$ cat src/rtl/jof32_pkg.sv
// rtl/jof32_pkg.sv - shared JOF32 processor opcodes and multiply/divide FSM encoding
package jof32_pkg;

   localparam logic [4:0] OPC_MULT = 5'b01000;
   localparam logic [4:0] OPC_DIV  = 5'b01001;
   localparam logic [4:0] OPC_NOP  = 5'b11111;

   localparam logic [4:0] MULDIV_LAST_ITER = 5'd31;

   typedef enum logic [1:0] {
      ST_IDLE = 2'd0,
      ST_BUSY = 2'd1,
      ST_DONE = 2'd2
   } muldiv_state_t;

   function automatic logic is_muldiv(input logic [4:0] opc);
      return (opc == OPC_MULT) || (opc == OPC_DIV);
   endfunction

endpackage

$ cat src/rtl/muldiv_step.sv
// rtl/muldiv_step.sv - one combinational iteration of shift-add multiply or restoring divide
module muldiv_step
   import jof32_pkg::*;
(
   input  logic        i_is_div,
   input  logic [63:0] i_acc,
   input  logic [31:0] i_operand,
   output logic [63:0] o_acc
);

   logic [32:0] w_mul_sum;
   logic [63:0] w_mul_acc;
   logic [32:0] w_div_shift;
   logic [31:0] w_div_diff;
   logic        w_div_fits;
   logic [63:0] w_div_acc;

   // Multiply: acc = {partial product, remaining multiplier bits}; add then shift right.
   assign w_mul_sum = i_acc[0] ? ({1'b0, i_acc[63:32]} + {1'b0, i_operand})
                               : {1'b0, i_acc[63:32]};
   assign w_mul_acc = {w_mul_sum, i_acc[31:1]};

   // Divide: acc = {remainder, dividend/quotient}; shift left, trial subtract, restore on borrow.
   assign w_div_shift = {i_acc[63:32], i_acc[31]};
   assign w_div_fits  = (w_div_shift >= {1'b0, i_operand});
   assign w_div_diff  = w_div_shift[31:0] - i_operand;
   assign w_div_acc   = w_div_fits ? {w_div_diff, i_acc[30:0], 1'b1}
                                   : {w_div_shift[31:0], i_acc[30:0], 1'b0};

   assign o_acc = i_is_div ? w_div_acc : w_mul_acc;

endmodule

$ cat src/rtl/muldiv_seq.sv
// rtl/muldiv_seq.sv - sequential 32-cycle unsigned multiply/divide unit for the EXE stage
module muldiv_seq
   import jof32_pkg::*;
(
   input  logic        clk,
   input  logic        rst,
   input  logic [4:0]  opcode_ex,
   input  logic [31:0] op_a,
   input  logic [31:0] op_b,
   input  logic        flush,
   output logic        stall,
   output logic [31:0] result,
   output logic        result_valid,
   output logic        div_by_zero
);

   muldiv_state_t r_state;
   muldiv_state_t w_next_state;

   logic [4:0]  r_cnt;
   logic        r_is_div;
   logic [31:0] r_operand;
   logic [63:0] r_acc;
   logic [31:0] r_result;
   logic        r_dz;

   logic        w_start;
   logic        w_dz_start;
   logic        w_is_div_op;
   logic [63:0] w_step_acc;

   assign w_is_div_op = (opcode_ex == OPC_DIV);

   muldiv_step u_step (
      .i_is_div  (r_is_div),
      .i_acc     (r_acc),
      .i_operand (r_operand),
      .o_acc     (w_step_acc)
   );

   always_ff @(posedge clk) begin
      if (rst) begin
         r_state <= ST_IDLE;
      end else begin
         r_state <= w_next_state;
      end
   end

   always_comb begin
      w_next_state = r_state;
      stall        = 1'b0;
      w_start      = 1'b0;
      w_dz_start   = 1'b0;
      case (r_state)
         ST_IDLE: begin
            if (is_muldiv(opcode_ex) && !flush) begin
               stall = 1'b1;
               // A zero divisor skips the iteration loop entirely.
               if (w_is_div_op && (op_b == 32'd0)) begin
                  w_dz_start   = 1'b1;
                  w_next_state = ST_DONE;
               end else begin
                  w_start      = 1'b1;
                  w_next_state = ST_BUSY;
               end
            end
         end
         ST_BUSY: begin
            stall = 1'b1;
            if (flush) begin
               w_next_state = ST_IDLE;
            end else if (r_cnt == MULDIV_LAST_ITER) begin
               w_next_state = ST_DONE;
            end
         end
         ST_DONE: begin
            w_next_state = ST_IDLE;
         end
         default: begin
            w_next_state = ST_IDLE;
         end
      endcase
   end

   always_ff @(posedge clk) begin
      if (rst) begin
         r_cnt     <= 5'd0;
         r_is_div  <= 1'b0;
         r_operand <= 32'd0;
         r_acc     <= 64'd0;
         r_result  <= 32'd0;
         r_dz      <= 1'b0;
      end else if (w_start) begin
         r_cnt     <= 5'd0;
         r_is_div  <= w_is_div_op;
         r_operand <= w_is_div_op ? op_b : op_a;
         r_acc     <= {32'd0, (w_is_div_op ? op_a : op_b)};
         r_dz      <= 1'b0;
      end else if (w_dz_start) begin
         r_result  <= 32'hFFFF_FFFF;
         r_dz      <= 1'b1;
      end else if ((r_state == ST_BUSY) && !flush) begin
         r_acc <= w_step_acc;
         r_cnt <= r_cnt + 5'd1;
         // Publish only on the final iteration so result holds across an aborted op.
         if (r_cnt == MULDIV_LAST_ITER) begin
            r_result <= w_step_acc[31:0];
         end
      end
   end

   assign result       = r_result;
   assign result_valid = (r_state == ST_DONE);
   assign div_by_zero  = r_dz;

endmodule
$ cat config.mk
export PLATFORM = sky130hd
export DESIGN_NAME = muldiv_seq
export DESIGN_NICKNAME = d
export VERILOG_FILES = /design/src/rtl/jof32_pkg.sv /design/src/rtl/muldiv_step.sv /design/src/rtl/muldiv_seq.sv
export SDC_FILE = /design/constraint.sdc
export NUM_CORES = 1
export LEC_CHECK = 0
export BUFFER_PORTS_ARGS = -buffer_cell sky130_fd_sc_hd__buf_4
export CORE_ASPECT_RATIO = 1.75
export CORE_MARGIN = 2
export CORE_UTILIZATION = 55
export DETAILED_ROUTE_END_ITERATION = 12
export PLACE_DENSITY = 0.75
export SLEW_MARGIN = 20
export SYNTH_ARGS = -nofsm -noshare
export SYNTH_HDL_FRONTEND = slang
export SYNTH_SLANG_ARGS = --single-unit
$ cat constraint.sdc
create_clock -name clk -period 4.4 [get_ports clk]
set_clock_uncertainty 0.15 [all_clocks]
set_input_delay 0.44 -clock clk [delete_from_list [all_inputs] [get_ports clk]]
set_output_delay 0.44 -clock clk [all_outputs]
set_load 0.1 [all_outputs]
# Word level (Yosys, flattened, before mapping)
# Cells that the tools add are included.
dict set report totals {
  elab_cells 61
  ff_bits 137
}
dict set report classes {
  add_sub_neg 3
  n_lt_le_gt_ge 1
  mux 24
  n_bitwise 2
  eq_ne 8
  n_reduce_logical 15
}
# op n
set ops {}
lappend ops {{2-to-1 mux 32 bit} 8}
lappend ops {{2-to-1 mux 64 bit} 2}
lappend ops {{adder 32 x 32 -> 33 bit} 1}
lappend ops {{>= comparator 33 x 32 -> 1 bit} 1}
lappend ops {{2-to-1 mux 33 bit} 1}
lappend ops {{logical NOT 32 bit} 1}
lappend ops {{subtractor 32 bit} 1}
lappend ops {{== test 5 x 4 -> 1 bit (second input constant)} 2}
lappend ops {{2-to-1 mux 2 bit} 4}
lappend ops {{2-to-1 mux 1 bit} 7}
lappend ops {{AND reduction 2 bit} 3}
lappend ops {{nonzero test 2 bit} 3}
lappend ops {{adder 5 x 1 -> 5 bit (second input constant)} 1}
lappend ops {{== test 5 bit (second input constant)} 1}
lappend ops {{inequality test 2 bit (second input constant)} 2}
lappend ops {{case mux 2 bit (2 select lines)} 1}
lappend ops {{logical AND 1 bit} 3}
lappend ops {{inequality test 3 bit (second input constant)} 1}
lappend ops {{AND reduction 3 bit} 1}
lappend ops {{== test 2 x 1 -> 1 bit (second input constant)} 1}
lappend ops {{== test 2 bit (second input constant)} 1}
lappend ops {{logical NOT 2 bit} 1}
lappend ops {{inverter 1 bit} 2}
lappend ops {{case mux 1 bit (2 select lines)} 1}
lappend ops {{3 further kinds} 3}

# Depth between registers and ports, before layout
dict set report depth {
  word_depth 7
  depth_mapped 14
  depth_no_buf 13
}

# Cells and area by module
# Synthesis repeated with hierarchy kept, for this count alone.
dict set report unflattened {
  hier_cells 1453
  area_unflattened_um2 11712.5
}
# mod seq_area_each_um2 cells_each instances area_per_inst_um2
set modules_own_cells {}
lappend modules_own_cells {muldiv_seq 2742.6 711 1 6530.0}
lappend modules_own_cells {muldiv_step 0.0 742 1 5182.5}

# Worst setup path before layout
# No wires, ideal clock.
dict set report synth_path {
  path_type {input port to output port}
  start {in opcode_ex[1]}
  end {out stall}
  path_stages 3
  slack_ns 1.442
  t_arrival_ns 2.368
  t_required_ns 3.810
  cell_sequence {nor4b_2 -> nand2b_1 -> a21oi_1}
}
dict set report synth_between {
  elab_chain_cells 5
  word_cells_on_any_way 6
}
# item line_no
set synth_rtl {}
lappend synth_rtl {{start, declared} muldiv_seq.sv:7} ;# input logic [4:0] opcode_ex,
lappend synth_rtl {{== test 5 x 4 -> 1 bit} jof32_pkg.sv:17} ;# return (opc == OPC_MULT) || (opc == OPC_DIV);
lappend synth_rtl {{logical OR 1 bit (*)} jof32_pkg.sv:17}
lappend synth_rtl {{logical AND 1 bit (*)} muldiv_seq.sv:56} ;# if (is_muldiv(opcode_ex) && !flush) begin
lappend synth_rtl {{2-to-1 mux 1 bit (*)} muldiv_seq.sv:56}
lappend synth_rtl {{case mux 1 bit (2 select lines) (*)} muldiv_seq.sv:54} ;# case (r_state)
lappend synth_rtl {{end, declared} muldiv_seq.sv:11} ;# output logic stall,
# Every way passes the cells marked *; elsewhere a longest branch is shown, timed or not.

# Worst setup path in the final report
dict set report layout_path {
  start {reg r_operand[5]}
  end {reg r_acc[50]}
}
dict set report layout_between {
  elab_chain_cells 3
  word_cells_on_any_way 6
}
# item line_no
set layout_rtl {}
lappend layout_rtl {{start, declared} muldiv_seq.sv:22} ;# logic [31:0] r_operand;
lappend layout_rtl {{start signal, assigned} muldiv_seq.sv:96} ;# r_operand <= w_is_div_op ? op_b : op_a;
lappend layout_rtl {{adder 32 x 32 -> 33 bit (tied with other cells)} muldiv_step.sv:19} ;# assign w_mul_sum = i_acc[0] ? ({1'b0, i_acc[63:32]} + {1'b0, i_operand})
lappend layout_rtl {{2-to-1 mux 33 bit or 2-to-1 mux 64 bit (tied branches)} {muldiv_step.sv:19, muldiv_step.sv:27}}
lappend layout_rtl {{2-to-1 mux 64 bit (*)} muldiv_step.sv:30} ;# assign o_acc = i_is_div ? w_div_acc : w_mul_acc;
lappend layout_rtl {{end signal, assigned} muldiv_seq.sv:97} ;# r_acc <= {32'd0, (w_is_div_op ? op_a : op_b)};
lappend layout_rtl {{end signal, assigned} muldiv_seq.sv:103} ;# r_acc <= w_step_acc;
lappend layout_rtl {{end, declared} muldiv_seq.sv:23} ;# logic [63:0] r_acc;
# Marked as above.
# A chain may end at the register's enable or synchronous reset.

==> results.json <==
{
  "fin_crit_sh_pct": 78.32,
  "syn-num-nets": 1529,
  "placeableCoreArea_sq_mm": 0.01805,
  "critical_path.cell_chain": "inv_1 > ha_1 > and3_2 > nand3_1 > o221a_4 > nor4_4 > o211a_4 > nor2_2 > nor2_4 > buf_4 > nand3b_1 > a31oi_1",
  "dp_cells": 1659,
  "postRouteAntennaNets": 0,
  "power_frac_seq_pct": 37.1,
  "switching_share_pct": 25.84,
  "holdBufCountCts": 0,
  "synth_seq_cells": 137,
  "cts_resized": 0,
  "synth.avg_cell_area_sq_um": 7.332,
  "synth_common_cells": "nand2_1 (220), nor2_1 (161), a21oi_1 (146)",
  "outcome": "complete, no violations",
  "grt_max_degree": 71,
  "clock-sinks": 137,
  "power.share.clock_pct": 47.8,
  "crit_path_end_kind": "register",
  "drive_gt1_share_pct": 12.90,
  "cts_buffers": 17,
  "overflow": 0,
  "post-place-ws_ns": 1.001,
  "crit_slowest_cell": "nor2_4",
  "io_buffers": 106,
  "clockBufferDepth": 2,
  "period_minus_slack_ns": 3.446,
  "cts_setup_buffers": 0,
  "first_pass_iters": 5,
  "crit_arrival_ns": 3.65,
  "clk_pin_slew_ns": 0.06,
  "hpwlAfterDp_microns": 23240,
  "ios": 107,
  "std_cell_rows": 65,
  "final_max_slew_viol_count": 0,
  "leakage_nw": 4.656,
  "required_ns": 4.60,
  "layout.nets": 1584,
  "synth_seq_area_share_pct": 26.93,
  "finalHoldViolations": 0,
  "grt_pass1_wl_microns": 51810,
  "clock-root-buffer": "clkbuf_16",
  "setup_viol": 0,
  "viasPerCell": 6.251,
  "wire_per_inst_microns": 18.64,
  "ys_types": 75,
  "wirelength_microns": 31510,
  "synth.area.top_cells": "dfxtp_1 (27%), ha_1 (8.1%), nand2_1 (8.1%)",
  "drt_iter0_drc": 656,
  "die_area_sq_mm": 0.01966,
  "critPathLaunch": "r_operand[5]",
  "vias": 10570,
  "maxCapViolCount": 0,
  "syn_inst": 1389,
  "insertedDiodeCount": 0,
  "grtUsageTotal_pct": 32.74,
  "start_util_pct": 56.41,
  "vdd_ir_drop_max_mv": 0.5100,
  "cts_tree": "yes",
  "areaGrowthSynthToFinish_pct": 15.28,
  "p_switching_mw": 0.8837,
  "fin_cells": 1691,
  "drc_errors": 0,
  "fmax_ghz": 0.2902,
  "setup_tns_ns": 0,
  "routabilityCongestion": 0.9643,
  "power_density_mw_per_mm2": 291.3,
  "synth.cell_area_sq_mm": 0.01018,
  "yosys_most_used_dff": "dfxtp_1",
  "slew_headroom_pct": 35.78,
  "antenna_found_initial": 0,
  "start_kind": "register",
  "cts_max_level": 4,
  "holdCritStartpoint": "op_a[1]",
  "p_comb_share_pct": 15.1,
  "die_h_microns": 184.0,
  "rsz0062_at_grt": "false",
  "synth.most_common_cell": "nand2_1",
  "synth-edff-count": 0,
  "r2r-start": "r_operand[5]",
  "synth_top_area_share_pct": 26.93,
  "p_int_mw": 2.537,
  "hold_path_class": "input port to register",
  "async_flop_share_pct": 0,
  "grt_pass1_vias": 10400,
  "max_slew.worst_pin.slew_ns": 0.9600,
  "die_w_microns": 106.9,
  "ys_warn_count": 0,
  "clock_latency_ns": 0.43,
  "max_stage_delay_ns": 0.51,
  "critPathMaxFanout": 19,
  "synth_top_area_cell": "dfxtp_1",
  "fin_ws_ns": 0.9539,
  "path_class": "register to register"
}
[cells by family after synthesis]
group | after synthesis | synth area share (%)
compound gates | 458 | 29.17
xor+xnor | 52 | 4.472
fa+ha+maj | 68 | 8.501
buf+inv | 144 | 5.725
flops | 137 | 26.93
mux | 47 | 4.668
simple gates | 483 | 20.54
[stage by stage]
stage / instance area, sq um / power, mW / hold WS (ns) / util (%)
final: 11740 / 3.421 / 0.1515 / 65.03
after global routing: 11740 / 3.534 / 0.1524 / 65.03
after CTS: 11740 / 3.422 / 0.1446 / 65.02
after detailed placement: 11070 / 1.800 / 0.3062 / 61.30
after global placement: 11070 / 1.797 / 0.2978 / 61.30
after floorplan: 10180 / 1.638 / 0.2906 / -
[power groups by stage]
stage          Sequential, mW  Clock (mW)  Combinational, mW
3_3_place_gp             1.30           0              0.500
5_1_grt                  1.27        1.70              0.560
3_5_place_dp             1.30           0              0.503
2_1_floorplan            1.29           0              0.347
6_report                 1.27        1.63              0.516
4_1_cts                  1.27        1.65              0.507
[critical path, delay by kind of cell (launching register included)]
family          cells  cell delay (ns)
compound gates      3             0.68
buf+inv             2             0.37
simple gates        6             1.42
fa+ha+maj           1             0.39
flops               1             0.36
[placed cells by master (no fill, tap or decap), drive strengths merged, types with 5 or more instances in the layout]
| cell type | instances |
|---|---|
| a211oi | 47 |
| nand2b | 7 |
| clkbuf | 21 |
| a21oi | 147 |
| o21ai | 105 |
| a21o | 19 |
| a22oi | 8 |
| a31oi | 17 |
| nor2b | 7 |
| and2 | 5 |
| a221o | 5 |
| inv | 57 |
| mux2i | 43 |
| nand3 | 18 |
| o21a | 6 |
| nand4 | 18 |
| dfxtp | 137 |
| nor4 | 10 |
| nor2 | 163 |
| a311oi | 35 |
| xor2 | 20 |
| nor3 | 14 |
| bufinv | 5 |
| xnor2 | 32 |
| o21bai | 5 |
| ha | 66 |
| buf | 124 |
| o31ai | 7 |
| and3 | 7 |
| o211ai | 8 |
| nand2 | 220 |
| a221oi | 23 |
[registers in the layout, summed over array words and instances (netlist names)]
register	cells
result	32
div_by_zero	1
r_acc	64
r_operand	32
r_cnt	5
r_state	2
r_is_div	1
[layer usage]
| metal | wire length (microns) | up-vias | share of wire, % | track usage (%) |
|---|---|---|---|---|
| li1 | - | 5128 | - | - |
| met1 | 12630 | 4948 | 40 | 39.01 |
| met2 | 15710 | 384 | 50 | 56.05 |
| met3 | 1525 | 110 | 4.8 | 4.289 |
| met4 | 1645 | 0 | 5.2 | 18.49 |
| met5 | 0 | - | 0 | 0 |
[area by class of cell]
type,instances,area (sq um)
sequential,137,2744
inverter,56,210.2
clock inverter,11,190.2
multi-input combinational,1108,6880
clock buffer,21,480.5
tap,234,292.8
timing repair buffer,124,943.4
fill,1668,6314
[worst paths after layout]
check	depth (start not counted)	slack, ns	end
worst min-delay path	3	0.15	r_operand[1]
worst max-delay path	12	0.95	r_acc[50]
worst min register to register	2	0.32	r_cnt[4]
worst max register to register	12	0.95	r_acc[50]
No activity file was read; power rests on OpenSTA's default activity.
